File: config.mk
export PLATFORM = sky130hd
export DESIGN_NAME = mips_fetch_unit
export DESIGN_NICKNAME = d
export VERILOG_FILES = /design/src/rtl/mips_pkg.sv /design/src/rtl/mips_next_pc.sv /design/src/rtl/mips_fetch_unit.sv
export SDC_FILE = /design/constraint.sdc
export NUM_CORES = 1
export LEC_CHECK = 0
export CORE_UTILIZATION = 40
export CTS_CLUSTER_DIAMETER = 100
export DETAILED_ROUTE_END_ITERATION = 7
export GPL_ROUTABILITY_DRIVEN = 0
export PLACE_DENSITY = 0.74
export SLEW_MARGIN = 5
export SYNTH_ARGS = -nofsm -noshare
export SYNTH_HDL_FRONTEND = slang
export SYNTH_HIERARCHICAL = 1
export SYNTH_SLANG_ARGS = --single-unit
File: constraint.sdc
create_clock -name clk -period 4.63 [get_ports clk]
set_input_delay 0.6945 -clock clk [delete_from_list [all_inputs] [get_ports clk]]
set_output_delay 0.6945 -clock clk [all_outputs]
set_load 0.005 [all_outputs]
File: src/rtl/mips_pkg.sv
// Shared types and constants for the MIPS instruction-fetch slice.
// Latency: n/a (package). Backpressure: n/a.
package mips_pkg;

    typedef enum logic [1:0] {
        IDLE = 2'd0,
        REQ  = 2'd1,
        WAIT = 2'd2,
        HOLD = 2'd3
    } fetch_state_t;

    localparam logic [5:0] OPCODE_J   = 6'b000010;
    localparam logic [5:0] OPCODE_BEQ = 6'b000100;

    localparam int OPCODE_MSB = 31;
    localparam int OPCODE_LSB = 26;
    localparam int FUNCT_MSB  = 5;
    localparam int FUNCT_LSB  = 0;
    localparam int IMM26_MSB  = 25;
    localparam int IMM26_LSB  = 0;

    // Pseudo-direct jump: keep the region nibble of pc+4, splice in the word index.
    function automatic logic [31:0] jump_target(input logic [3:0]  region,
                                                input logic [25:0] imm26);
        return {region, imm26, 2'b00};
    endfunction

endpackage

File: src/rtl/mips_next_pc.sv
// Next-PC select: jump beats branch, branch beats fall-through; all sums wrap mod 2^32.
// Latency: combinational. Backpressure: none.
module mips_next_pc
    import mips_pkg::*;
(
    input  logic [31:0] pc_plus4,
    input  logic [25:0] imm26,
    input  logic        jump,
    input  logic        pc_src,
    input  logic [31:0] sign_imm,
    output logic [31:0] next_pc
);

    always_comb begin
        next_pc = pc_plus4;
        if (jump) begin
            next_pc = jump_target(pc_plus4[31:28], imm26);
        end else if (pc_src) begin
            next_pc = pc_plus4 + (sign_imm << 2);
        end
    end

endmodule

File: src/rtl/mips_fetch_unit.sv
// Fetch stage: owns the PC, fetches one word per instruction, holds it until retire (FETCH_TIMEOUT_EN adds a WAIT watchdog).
// Latency: IDLE one cycle after reset, then REQ -> WAIT (>=1 cycle) -> HOLD; instr_valid rises the cycle after imem_rvalid.
// Backpressure: HOLD stalls indefinitely until retire; imem_rvalid outside WAIT and retire outside HOLD are dropped.
module mips_fetch_unit
    import mips_pkg::*;
#(
    parameter logic [31:0] RESET_PC       = 32'h0000_0000,
    parameter int          TIMEOUT_CYCLES = 16
) (
    input  logic        clk,
    input  logic        rst_n,
    output logic        imem_req,
    output logic [31:0] imem_addr,
    input  logic        imem_rvalid,
    input  logic [31:0] imem_rdata,
    output logic [31:0] instr,
    output logic [5:0]  opcode,
    output logic [5:0]  funct,
    output logic        instr_valid,
    input  logic        retire,
    input  logic        pc_src,
    input  logic        jump,
    input  logic [31:0] sign_imm,
    output logic [31:0] pc,
    output logic [31:0] pc_plus4,
    output logic        fetch_err
);

    if ((RESET_PC[1:0] != 2'b00) || (TIMEOUT_CYCLES < 1) || (TIMEOUT_CYCLES > 31)) begin : g_param_check
        $fatal(1, "mips_fetch_unit: RESET_PC must be word-aligned and TIMEOUT_CYCLES in 1..31");
    end

    fetch_state_t state, state_nxt;
    logic         capture;
    logic         advance;
    logic         timeout;
    logic [31:0]  next_pc;

    assign pc_plus4  = pc + 32'd4;
    assign imem_addr = pc;
    assign opcode    = instr[OPCODE_MSB:OPCODE_LSB];
    assign funct     = instr[FUNCT_MSB:FUNCT_LSB];

    mips_next_pc u_next_pc (
        .pc_plus4 (pc_plus4),
        .imm26    (instr[IMM26_MSB:IMM26_LSB]),
        .jump     (jump),
        .pc_src   (pc_src),
        .sign_imm (sign_imm),
        .next_pc  (next_pc)
    );

`ifdef FETCH_TIMEOUT_EN
    logic [4:0] wait_cnt;
    logic       err_q;

    assign timeout   = (state == WAIT) && (wait_cnt == 5'(TIMEOUT_CYCLES - 1));
    assign fetch_err = err_q;

    // Counter is held at zero outside WAIT so every WAIT entry starts fresh.
    always_ff @(posedge clk or negedge rst_n) begin
        if (!rst_n) begin
            wait_cnt <= 5'd0;
            err_q    <= 1'b0;
        end else begin
            if (state != WAIT) begin
                wait_cnt <= 5'd0;
            end else begin
                wait_cnt <= wait_cnt + 5'd1;
            end
            if (timeout && !imem_rvalid) begin
                err_q <= 1'b1;
            end
        end
    end
`else
    assign timeout   = 1'b0;
    assign fetch_err = 1'b0;
`endif

    always_ff @(posedge clk or negedge rst_n) begin
        if (!rst_n) begin
            state <= IDLE;
        end else begin
            state <= state_nxt;
        end
    end

    always_comb begin
        state_nxt   = state;
        capture     = 1'b0;
        advance     = 1'b0;
        imem_req    = 1'b0;
        instr_valid = 1'b0;
        unique case (state)
            IDLE: state_nxt = REQ;
            REQ: begin
                imem_req  = 1'b1;
                state_nxt = WAIT;
            end
            WAIT: begin
                // A response arriving on the timeout cycle still wins.
                if (imem_rvalid) begin
                    capture   = 1'b1;
                    state_nxt = HOLD;
                end else if (timeout) begin
                    state_nxt = REQ;
                end
            end
            HOLD: begin
                instr_valid = 1'b1;
                if (retire) begin
                    advance   = 1'b1;
                    state_nxt = REQ;
                end
            end
            default: state_nxt = IDLE;
        endcase
    end

    always_ff @(posedge clk or negedge rst_n) begin
        if (!rst_n) begin
            pc    <= RESET_PC;
            instr <= 32'd0;
        end else begin
            if (capture) begin
                instr <= imem_rdata;
            end
            if (advance) begin
                pc <= next_pc;
            end
        end
    end

endmodule

==> flow_metrics.py <==
metrics = {
    "timing": {
        "max_clock_freq_ghz": 0.2430,
        "slew_headroom_pct": 39.41,
        "drv_slew": 0,
        "skew_ps": 4.161,
        "hold_viol_final": 0,
        "fin_setup_tns_ps": 0,
        "min_period_ps": 4115,
        "tightestPinTransition_ps": 908.9,
        "period_share_pct": 88.87,
        "finalSetupViolations": 0,
        "rsz0062_at_grt": "false",
    },
    "route": {
        "ant_nets": 0,
        "via_per_inst": 5.505,
        "first_pass_iters": 5,
        "wl_mm": 16.90,
        "wire_per_inst_um": 17.98,
        "num_vias": 5175,
        "drt_iter0_drc": 443,
        "drc": 0,
    },
    "critical_path": {
        "crit_type": "register to register",
        "cp.depth": 14,
        "cp_slowest_cell": "nor4_4",
        "startpoint": "imem_addr[2]",
        "cp_max_fo": 7,
        "critPathTopFamily": "simple AND/OR/NAND/NOR gates",
        "r2r_end": "imem_addr[30]",
        "slowest_delay_ps": 560,
        "timing.rr.start": "imem_addr[2]",
        "crit_required_ps": 4840,
        "r2r_setup_slack_ps": 520,
        "crit_chain": "nand4_1, nor4_4, nand4_1, xnor2_1, ha_1, and3_1, a31oi_1, o21ai_0, a221oi_1, nand2_1, a31oi_1, or4b_1, nand3_1, mux2_2",
        "worst_setup_path_end_kind": "register",
        "reg2reg_depth": 14,
        "cp.arrival_ps": 4320,
        "timing.critical_path.buf_inv": 0,
        "cp-endpoint": "imem_addr[30]",
        "start_kind": "register",
    },
    "cts": {
        "postCtsHoldBufs": 0,
        "postCtsSetupBuffers": 0,
        "clockBufferDepth": 2,
        "path_clk_slew_ps": 50,
        "root_buffer": "clkbuf_16",
        "numClockSinks": 66,
        "cts_inserted_buffers": 9,
        "cts_tree": "done",
        "clk_latency_ps": 320,
        "htreeDepth": 3,
        "cts_resized": 0,
    },
    "placed_design": {
        "dp_hpwl_mm": 13.51,
        "portBuffers": 209,
    },
    "pwr": {
        "ir_worst_vdd_mv": 0.4757,
        "p_leak_nw": 3.256,
        "p_per_area_nw_per_um2": 696.6,
        "fin_total_pwr_mw": 5.395,
    },
    "floorplanning": {
        "dieArea_um2": 14510,
        "ios": 213,
        "fp.dieH_um": 120.5,
        "die_width_um": 120.5,
        "initial_core_util_pct": 41.72,
        "num_rows": 42,
        "fp.coreArea_um2": 13450,
    },
    "yosys": {
        "synth_area_um2": 5613,
        "synth_nets": 708,
        "synth_edf_count": 0,
        "seq_area_frac_synth_pct": 29.42,
        "yosys_warnings": 6,
        "synth_seq_cells": 66,
        "synthFlopType": "dfrtp_1",
        "synth_cell_type_count": 63,
        "syn_inst": 603,
        "avgSynthCellArea_um2": 9.308,
        "async_flop_share_pct": 100.0,
    },
    "hold_path": {
        "min_path_type": "primary input to asynchronous set/reset pin",
    },
    "cells_and_area": {
        "final_cell_mix": "207 x clkdlybuf4s50_1, 66 x dfrtp_1, 64 x mux2_2",
        "areaGrowthSynthToFinish_pct": 37.98,
        "drive_gt1_share_pct": 13.48,
        "nNetsFinal": 867,
        "final_common_cell": "clkdlybuf4s50_1",
        "antenna_cells": 0,
    },
    "global_route": {
        "grt_antenna_before_repair": 0,
        "grt_pass1_wl_mm": 26.42,
        "grt_pass1_vias": 4952,
        "grt_max_degree": 54,
        "grt-ovfl-total": 0,
        "grt.total_usage_pct": 23.50,
    },
    "job": {
        "max_cap_viol_count": 0,
    },
    "status": {
        "status": "completed",
    },
}
## kinds of logic after synthesis
group                      share of synthesized area [%]
buffers and inverters                              9.674
DFF                                                29.42
other                                            0.06681
xor gates and xnor gates                           8.114
adders and majority gates                          7.936
and+or+nand+nor                                    14.13
AOI/OAI and AO/OA                                  15.49
muxes                                              15.16
## sequential cells by signal, indices dropped and copies added (netlist names)
signal / cells
imem_addr: 32
instr: 32
state: 2
## final cells by class
class	instances	area (µm²)
clock buffer	13	260.3
fill	1219	5708
inverter	18	67.56
multi-input combinational	452	3418
sequential	66	1652
tap	176	220.2
timing repair buffer	215	2127
## metal layers
metal | vias to the layer above | track usage [%] | share of wire, %
li1 | 2445 | - | -
met1 | 2497 | 31.74 | 44
met2 | 206 | 38.65 | 48
met3 | 27 | 3.396 | 5.2
met4 | 0 | 7.485 | 2.0
met5 | - | 0 | 0
## where the power goes
part           total (mW)  switching, mW  internal [mW]
logic                3.52           1.56           1.97
registers            1.28          0.423          0.857
clock network       0.594          0.212          0.381
total                5.39           2.19           3.20
## stage by stage
step	area, µm²	instances	hold WS [ps]	setup WS [ps]	utilization [%]
2_1_floorplan	5613	603	398.9	1083	-
3_3_place_gp	7485	927	516.5	666.9	55.64
3_5_place_dp	7485	927	521.0	624.6	55.64
4_1_cts	7745	940	424.2	599.7	57.57
5_1_grt	7745	940	464.3	162.6	57.57
6_report	7745	940	409.4	515.3	57.57
## Yosys cell counts (all sizes together) (6+ instances only)
cell / instances / share of area (%)
mux2: 64 / 13
a21oi: 39 / 3.7
xor2: 19 / 3.0
mux2i: 13 / 2.3
and3: 6 / 0.69
nor3: 6 / 0.54
clkbuf: 10 / 0.87
dfrtp: 66 / 29
a22oi: 6 / 0.80
a21o: 12 / 1.6
nor2: 25 / 1.7
buf: 56 / 7.0
a211oi: 6 / 0.89
xnor2: 33 / 5.1
nand4: 16 / 2.1
nand3: 21 / 2.1
ha: 34 / 7.6
o21ai: 44 / 4.1
nand2: 53 / 3.5
inv: 18 / 1.2
## worst min path at each step
stage	start	endpoint	slack, ps	depth (start not counted)
after floorplan	rst_n	imem_addr[0]	400	0
after global placement	instr[30]	instr[30]	520	1
after detailed placement	instr[31]	instr[31]	520	1
after CTS	rst_n	instr[29]	420	1
after global routing	rst_n	instr[3]	460	1
final	rst_n	instr[2]	410	1
## worst reg2reg max path, delay by kind of cell, from the launching register on
family          cells  cell delay (ps)
simple gates        7             1650
compound gates      4              860
flops               1              450
fa+ha+maj           1              410
xor+xnor            1              370
mux                 1              270
No activity file was read; power rests on OpenSTA's default activity.
